## config.mk

```make
export PLATFORM = sky130hd
export DESIGN_NAME = id_operand_stage
export DESIGN_NICKNAME = d
export VERILOG_FILES = /design/src/rtl/id_operand_stage.sv
export SDC_FILE = /design/constraint.sdc
export NUM_CORES = 1
export LEC_CHECK = 0
export BUFFER_PORTS_ARGS = -buffer_cell sky130_fd_sc_hd__buf_2
export CORE_AREA = 2 2 275 277
export DETAILED_ROUTE_END_ITERATION = 10
export DIE_AREA = 0 0 277 279
export GPL_TIMING_DRIVEN = 0
export PLACE_DENSITY_LB_ADDON = 0.3
export SLEW_MARGIN = 0
export SYNTH_ARGS = -nofsm -noshare
export SYNTH_HDL_FRONTEND = slang
export SYNTH_SLANG_ARGS = --single-unit
```

## constraint.sdc

```tcl
create_clock -name clk -period 4.1 [get_ports clk]
set_input_delay 0.615 -clock clk [delete_from_list [all_inputs] [get_ports clk]]
set_output_delay 0.615 -clock clk [all_outputs]
set_load 0.01 [all_outputs]
```

## src/rtl/id_operand_stage.sv

```systemverilog
// Decode-side operand stage: per-source forwarding mux, one-bubble load-use stall,
// ID/EX register with valid/ready handshake and late WB-load patching of held operands.
module id_operand_stage #(
    parameter int XLEN = 64
) (
    input  logic            clk,
    input  logic            rst_n,
    input  logic            if_valid_i,
    output logic            if_ready_o,
    input  logic [XLEN-1:0] if_pc_i,
    input  logic [31:0]     if_inst_i,
    input  logic [4:0]      if_rs1_addr_i,
    input  logic [4:0]      if_rs2_addr_i,
    input  logic [XLEN-1:0] rf_rs1_data_i,
    input  logic [XLEN-1:0] rf_rs2_data_i,
    input  logic [1:0]      if_rs1_foward_type_i,
    input  logic [1:0]      if_rs2_foward_type_i,
    input  logic [XLEN-1:0] ex_rd_data_i,
    input  logic [XLEN-1:0] mem_rd_data_i,
    input  logic [XLEN-1:0] wb_rd_data_i,
    input  logic            ex_inst_is_load_i,
    input  logic            load_forward_rs1_en_i,
    input  logic            load_forward_rs2_en_i,
    input  logic            flush_i,
    input  logic            ex_ready_i,
    output logic            id_valid_o,
    output logic [XLEN-1:0] id_pc_o,
    output logic [31:0]     id_inst_o,
    output logic [4:0]      id_rs1_addr_o,
    output logic [4:0]      id_rs2_addr_o,
    output logic [XLEN-1:0] id_rs1_data_o,
    output logic [XLEN-1:0] id_rs2_data_o,
    output logic            load_stall_o,
    output logic [31:0]     lu_stall_cnt_o
);
    localparam logic [0:0] RUN      = 1'b0;
    localparam logic [0:0] LU_STALL = 1'b1;

    typedef struct packed {
        logic [XLEN-1:0] pc;
        logic [31:0]     inst;
        logic [4:0]      rs1_addr;
        logic [4:0]      rs2_addr;
        logic [XLEN-1:0] rs1_data;
        logic [XLEN-1:0] rs2_data;
    } idex_t;

    logic [0:0]  state;
    logic        id_valid;
    idex_t       idex_q;
    idex_t       idex_d;
    logic [31:0] lu_cnt;
    logic        hazard;
    logic        fire;
    logic        stall_issue;
    logic        patch_rs1;
    logic        patch_rs2;

    function automatic logic [XLEN-1:0] fwd_sel(
        input logic [4:0]      addr,
        input logic [1:0]      typ,
        input logic [XLEN-1:0] rf,
        input logic [XLEN-1:0] ex,
        input logic [XLEN-1:0] mem,
        input logic [XLEN-1:0] wb
    );
        logic [XLEN-1:0] r;
        case (typ)
            2'b01:   r = ex;
            2'b11:   r = mem;
            2'b10:   r = wb;
            default: r = rf;
        endcase
        if (addr == 5'd0) r = '0;
        return r;
    endfunction

    // Both sources count as used: conservative, no decode of the opcode here.
    assign hazard = if_valid_i && (state == RUN) && ex_inst_is_load_i &&
                    (if_rs1_foward_type_i == 2'b01 || if_rs2_foward_type_i == 2'b01);

    assign if_ready_o   = (!id_valid || ex_ready_i) && !hazard && !flush_i;
    assign fire         = if_valid_i && if_ready_o;
    assign stall_issue  = hazard && (!id_valid || ex_ready_i);
    assign load_stall_o = hazard && rst_n;

    // Patching only happens while held, so it never coincides with a fire.
    assign patch_rs1 = id_valid && !ex_ready_i && load_forward_rs1_en_i && (idex_q.rs1_addr != 5'd0);
    assign patch_rs2 = id_valid && !ex_ready_i && load_forward_rs2_en_i && (idex_q.rs2_addr != 5'd0);

    always_comb begin
        idex_d          = idex_q;
        idex_d.pc       = if_pc_i;
        idex_d.inst     = if_inst_i;
        idex_d.rs1_addr = if_rs1_addr_i;
        idex_d.rs2_addr = if_rs2_addr_i;
        idex_d.rs1_data = fwd_sel(if_rs1_addr_i, if_rs1_foward_type_i, rf_rs1_data_i,
                                  ex_rd_data_i, mem_rd_data_i, wb_rd_data_i);
        idex_d.rs2_data = fwd_sel(if_rs2_addr_i, if_rs2_foward_type_i, rf_rs2_data_i,
                                  ex_rd_data_i, mem_rd_data_i, wb_rd_data_i);
    end

    always_ff @(posedge clk or negedge rst_n) begin
        if (!rst_n) begin
            state    <= RUN;
            id_valid <= 1'b0;
            idex_q   <= '0;
            lu_cnt   <= '0;
        end else if (flush_i) begin
            id_valid <= 1'b0;
            state    <= RUN;
        end else begin
            if (fire) begin
                id_valid <= 1'b1;
                idex_q   <= idex_d;
            end else if (ex_ready_i && id_valid) begin
                id_valid <= 1'b0;
            end
            if (patch_rs1) idex_q.rs1_data <= wb_rd_data_i;
            if (patch_rs2) idex_q.rs2_data <= wb_rd_data_i;
            // One-cycle stall: by the next cycle the load sits in MEM.
            if (state == LU_STALL) begin
                state <= RUN;
            end else if (stall_issue) begin
                state <= LU_STALL;
                if (lu_cnt != 32'hFFFF_FFFF) lu_cnt <= lu_cnt + 32'd1;
            end
        end
    end

    assign id_valid_o     = id_valid;
    assign id_pc_o        = idex_q.pc;
    assign id_inst_o      = idex_q.inst;
    assign id_rs1_addr_o  = idex_q.rs1_addr;
    assign id_rs2_addr_o  = idex_q.rs2_addr;
    assign id_rs1_data_o  = idex_q.rs1_data;
    assign id_rs2_data_o  = idex_q.rs2_data;
    assign lu_stall_cnt_o = lu_cnt;
endmodule

```

# == Yosys cells after proc, flatten, opt, wreduce, memory -nomap -nowiden ==
# Cells that the tools add are included.
# totals
reg_bits,268
in_bits,438
output_inout_bits,269
wordCells,63
# op_classes
add_sub_neg,1
n_eq_ne,7
muxes,13
bitwise_logic,2
reduce_logical,31
# ops
operator,count
case mux 64 bit (3 select lines),2
two-way mux 64 bit,4
two-way mux 128 bit,1
adder 32 x 1 -> 32 bit (second input constant),1
inequality test 32 bit (second input constant),1
logical AND 1 bit,14
logical NOT 5 bit,2
nonzero test 5 bit,2
== test 2 bit (second input constant),4
two-way mux 1 bit,6
AND reduction 2 bit,3
== test 2 x 1 -> 1 bit (second input constant),2
logical NOT 1 bit,4
AND reduction 4 bit,1
nonzero test 2 bit,2
nonzero test 3 bit,1
logical OR 1 bit,2
inverter 1 bit,2

# == Logic depth before layout (Yosys ltp) ==
# depth
word_depth,10
mapped_depth,8
ltp_nobuf,6

# == Worst setup path before layout ==
# Ideal clock, no wire load.
# synth_path
kind,input-to-reg
startpoint,input if_rs1_foward_type_i[0]
endpoint,register idex_q (netlist bit id_rs1_data_o[10])
setup_ns,0.125
t_arrival_ns,2.086
required_time_ns,3.975
path_slack_ns,1.889
stages,5
path_buffers,2
path_cell_list,buf_2 -> buf_2 -> mux4_2 -> a22o_1 -> mux2_4
# synth_via
elab_chain_len,9
# synth_rtl
element,line_no,rtl
from (decl),16,"input logic [1:0] if_rs1_foward_type_i,"
== test 2 x 1 -> 1 bit,"68, 80",
logical OR 1 bit,80,(if_rs1_foward_type_i == 2'b01 || if_rs2_foward_type_i == 2'b01);
logical AND 1 bit,79,assign hazard = if_valid_i && (state == RUN) && ex_inst_is_load_i &&
logical NOT 1 bit,82,assign if_ready_o = (!id_valid || ex_ready_i) && !hazard && !flush_i;
logical AND 1 bit (2 in series),82,
logical AND 1 bit,83,assign fire = if_valid_i && if_ready_o;
nonzero test 2 bit (no source line),--,
AND reduction 2 bit (no source line),--,
to (signal assigned),115,idex_q <= idex_d;
to (decl),50,idex_t idex_q;
# Several ways; a longest one is shown, not always the timed one. The select of a mux whose other input is x is not followed.
# A chain may end at the register's enable or synchronous reset.

# == Final worst setup path ==
# layout_path
startpoint,input rst_n
endpoint,output load_stall_o
# layout_via
elab_chain_len,1
# layout_rtl
element,line_no,rtl
from (decl),7,"input logic rst_n,"
logical AND 1 bit,85,assign load_stall_o = hazard && rst_n;
to (decl),33,"output logic load_stall_o,"
# Every way passes these cells.

==> impl_metrics.toml <==
[outcome]
status = "complete, no violations"

[setup_path]
reg2reg_depth = 6
worstSetupPathDepth = 5
crit_arrival_ns = 2.55
criticalPathCategory = "in2out"
crit_required_ns = 3.48
crit_path_top_delay_cell = "dlygate4sd3_1"
startpoint_type = "input port"
reg2reg_slack_ns = 1.45
cp_top_family = "buffers and inverters"
crit_end = "load_stall_o"
cp-end-kind = "output port"
timing.rr.start = "id_rs2_addr_o[1]"
path_buf_inv = 4
slowest_delay_ns = 0.58
startpoint = "rst_n"
crit_chain = "dlygate4sd3_1 -> buf_8 -> buf_16 -> and2_1 -> buf_2"
worstReg2RegEnd = "id_rs2_data_o[59]"
critPathMaxFanout = 120

[cells_and_area]
layout_common_cells = "buf_2, dfrtp_1, mux4_2, a22o_1, mux2_4"
fillCellCount = 7716
drive_above_1_share_pct = 68.7
nNetsFinal = 2166
final_common_cell = "buf_2"
syn_to_final_growth_pct = 39.1
layoutNonFillerInstCount = 2732
multi_input_area_um2 = 8030
seqCellArea_um2 = 6710

[timing]
hold_viol = 0
period_minus_slack_ns = 3.16
worstMarginPinSlew_ns = 1.07
setup_viol = 0
finalClockSkew_ns = 0.0199
post-route-period-util_pct = 77.1
fin_tns_setup_ns = 0
slew-limit-headroom_pct = 28.8
rsz0062_at_grt = "no"
fmax_mhz = 316
slew_violations = 0

[die]
die_h_um = 279
coreArea_um2 = 74100
io_pins = 707
rows = 100
start_util_pct = 20.7
die_area_um2 = 77300
fp.dieW_um = 277

[global_routing]
grt_max_degree = 121
grt_pass1_wl_um = 92300
grt_usage_pct = 16.0
grt_overflow_total = 0
antenna_found_initial = 20
grt_pass1_vias = 13300

[yosys]
yosys-top-cells-area = "dfrtp_1, mux4_2, mux2_4"
synth.top_cell.area_share_pct = 43.7
syn_inst = 980
synth_fp_nets = 1419
netlist_area_um2 = 15300
postSynth.asyncResetShare_pct = 100
synth-compound-area-share_pct = 8.31
synthSimpleGateAreaFrac_pct = 3.23
synth_cell_type_count = 40
ys_seq_elements = 268
ys_seq_area_share_pct = 43.7
yosysWarningCount = 0
synth_top_family_by_area = "multiplexers"
synthFlopType = "dfrtp_1"
syn_avg_cell_area_um2 = 15.7
synth-xor-area-share_pct = 1.77
synthMuxAreaShare_pct = 39.0
synth_edf_count = 0
yosysTopAreaCell = "dfrtp_1"
post_synth_fa_ha_maj_area_fraction_pct = 0.0815

[placement]
placed_cells = 2657
gp_congestion = 0.944
io_buffers = 706
hpwl_um = 51800

[detailed_routing]
first_iter_violations = 663
drc = 0
num_vias = 12600
firstDrtPassIters = 5
ant_nets = 0
viasPerCell = 4.61
wl_um = 64600
routedWlPerCell_um = 23.7

[clock_tree]
clock_sinks = 268
htreeDepth = 2
numCtsBuffers = 35
clockRootBuffer = "clkbuf_16"
clk_pin_slew_worst_paths_ns = 0.06
cts_tree = "done"
cts_resized = 0
clk_latency_ns = 0.54
clock_path_buffers = 3

[worst_hold_path]
hold_class = "in2reg"

[pwr]
worst_ir_drop_vdd_mv = 0.274
power.total_mw = 10.0
power_density_nw_per_um2 = 471
p_leak_nw = 10.2

[flow_run]
drv_cap = 0
routing by layer:
metal	track usage, %	wire length [um]	vias up
li1	-	-	5407
met1	19.6	25600	6496
met2	27.0	32400	575
met3	4.07	4680	96
met4	6.06	1910	12
met5	0	83	-
worst register-to-register path: stages, from the launching register on:
cell and delay [ns]:
dfrtp_1 0.41, or3_1 0.53, o311a_4 0.39, a21oi_4 0.48, buf_2 0.43, a22o_1 0.20, mux2_4 0.14
kinds of logic (layout without fill, tap and decap cells):
logic type	count (synthesis)	in the layout
AOI/OAI and AO/OA	142	142
xor gates and xnor gates	31	31
adders and majority gates	1	1
buffers and inverters	84	856
DFF	268	268
muxes	363	363
other	0	11
and+or+nand+nor	91	91
how the worst min path moves through the flow:
| stage | end | startpoint | cells after the start | slack [ns] |
|---|---|---|---|---|
| after detailed placement | lu_stall_cnt_o[31] | lu_stall_cnt_o[31] | 1 | 0.48 |
| after global placement | lu_stall_cnt_o[31] | lu_stall_cnt_o[31] | 1 | 0.48 |
| final | id_pc_o[61] | if_pc_i[61] | 2 | 0.32 |
| after CTS | id_pc_o[61] | if_pc_i[61] | 2 | 0.27 |
| after global routing | id_pc_o[35] | if_pc_i[35] | 2 | 0.28 |
| after floorplan | id_inst_o[0] | rst_n | 0 | 0.32 |
per-stage QoR:
step / area, um2 / utilization [%] / hold WS, ns / setup slack [ns]
2_1_floorplan: 15300 / - / 0.319 / 1.89
3_3_place_gp: 20100 / 27.1 / 0.482 / -2.76
3_5_place_dp: 20200 / 27.2 / 0.483 / 0.753
4_1_cts: 21300 / 28.8 / 0.268 / 0.914
5_1_grt: 21300 / 28.8 / 0.279 / 0.798
6_report: 21300 / 28.8 / 0.316 / 0.938
what timing repair did:
item	4_1_cts	5_1_grt
buffers inserted	0	0
hold endpoints to repair	46	0
hold buffers	1	0
power by group:
| group | switching (mW) | internal, mW |
|---|---|---|
| registers | 0.416 | 3.32 |
| clock network | 1.24 | 1.88 |
| logic | 1.48 | 1.71 |
flip-flops by register name, indices dropped and copies added (netlist names):
signal,cells
id_inst_o,32
id_pc_o,64
id_rs1_addr_o,5
id_rs1_data_o,64
id_rs2_addr_o,5
id_rs2_data_o,64
id_valid_o,1
lu_stall_cnt_o,32
state,1
cells in the mapped netlist (2+ instances only):
cell type	n
or2_2	3
and3_1	4
buf_2	50
mux2_2	115
inv_1	3
nor4_2	2
clkbuf_1	15
xor2_1	19
o21a_1	2
dfrtp_1	268
a211oi_1	2
nor3_1	13
or3_1	2
nor2b_1	3
nand2_1	13
buf_6	4
xnor2_1	12
nand4_1	13
buf_12	12
and2_1	2
nor2_1	16
o311a_4	2
a22o_1	128
a21oi_4	2
nand3_1	11
mux2_4	120
mux4_2	128
nor4_1	4
area by class of cell:
type	count	share of cell area, %
inverter	3	0.0528
tap	969	5.68
antenna	11	0.129
clock buffer	49	4.63
sequential	268	31.4
buffer	81	2.77
clock inverter	13	0.727
timing repair buffer	710	16.9
multi-input combinational	628	37.6
Power figures use the tool's default switching activity.
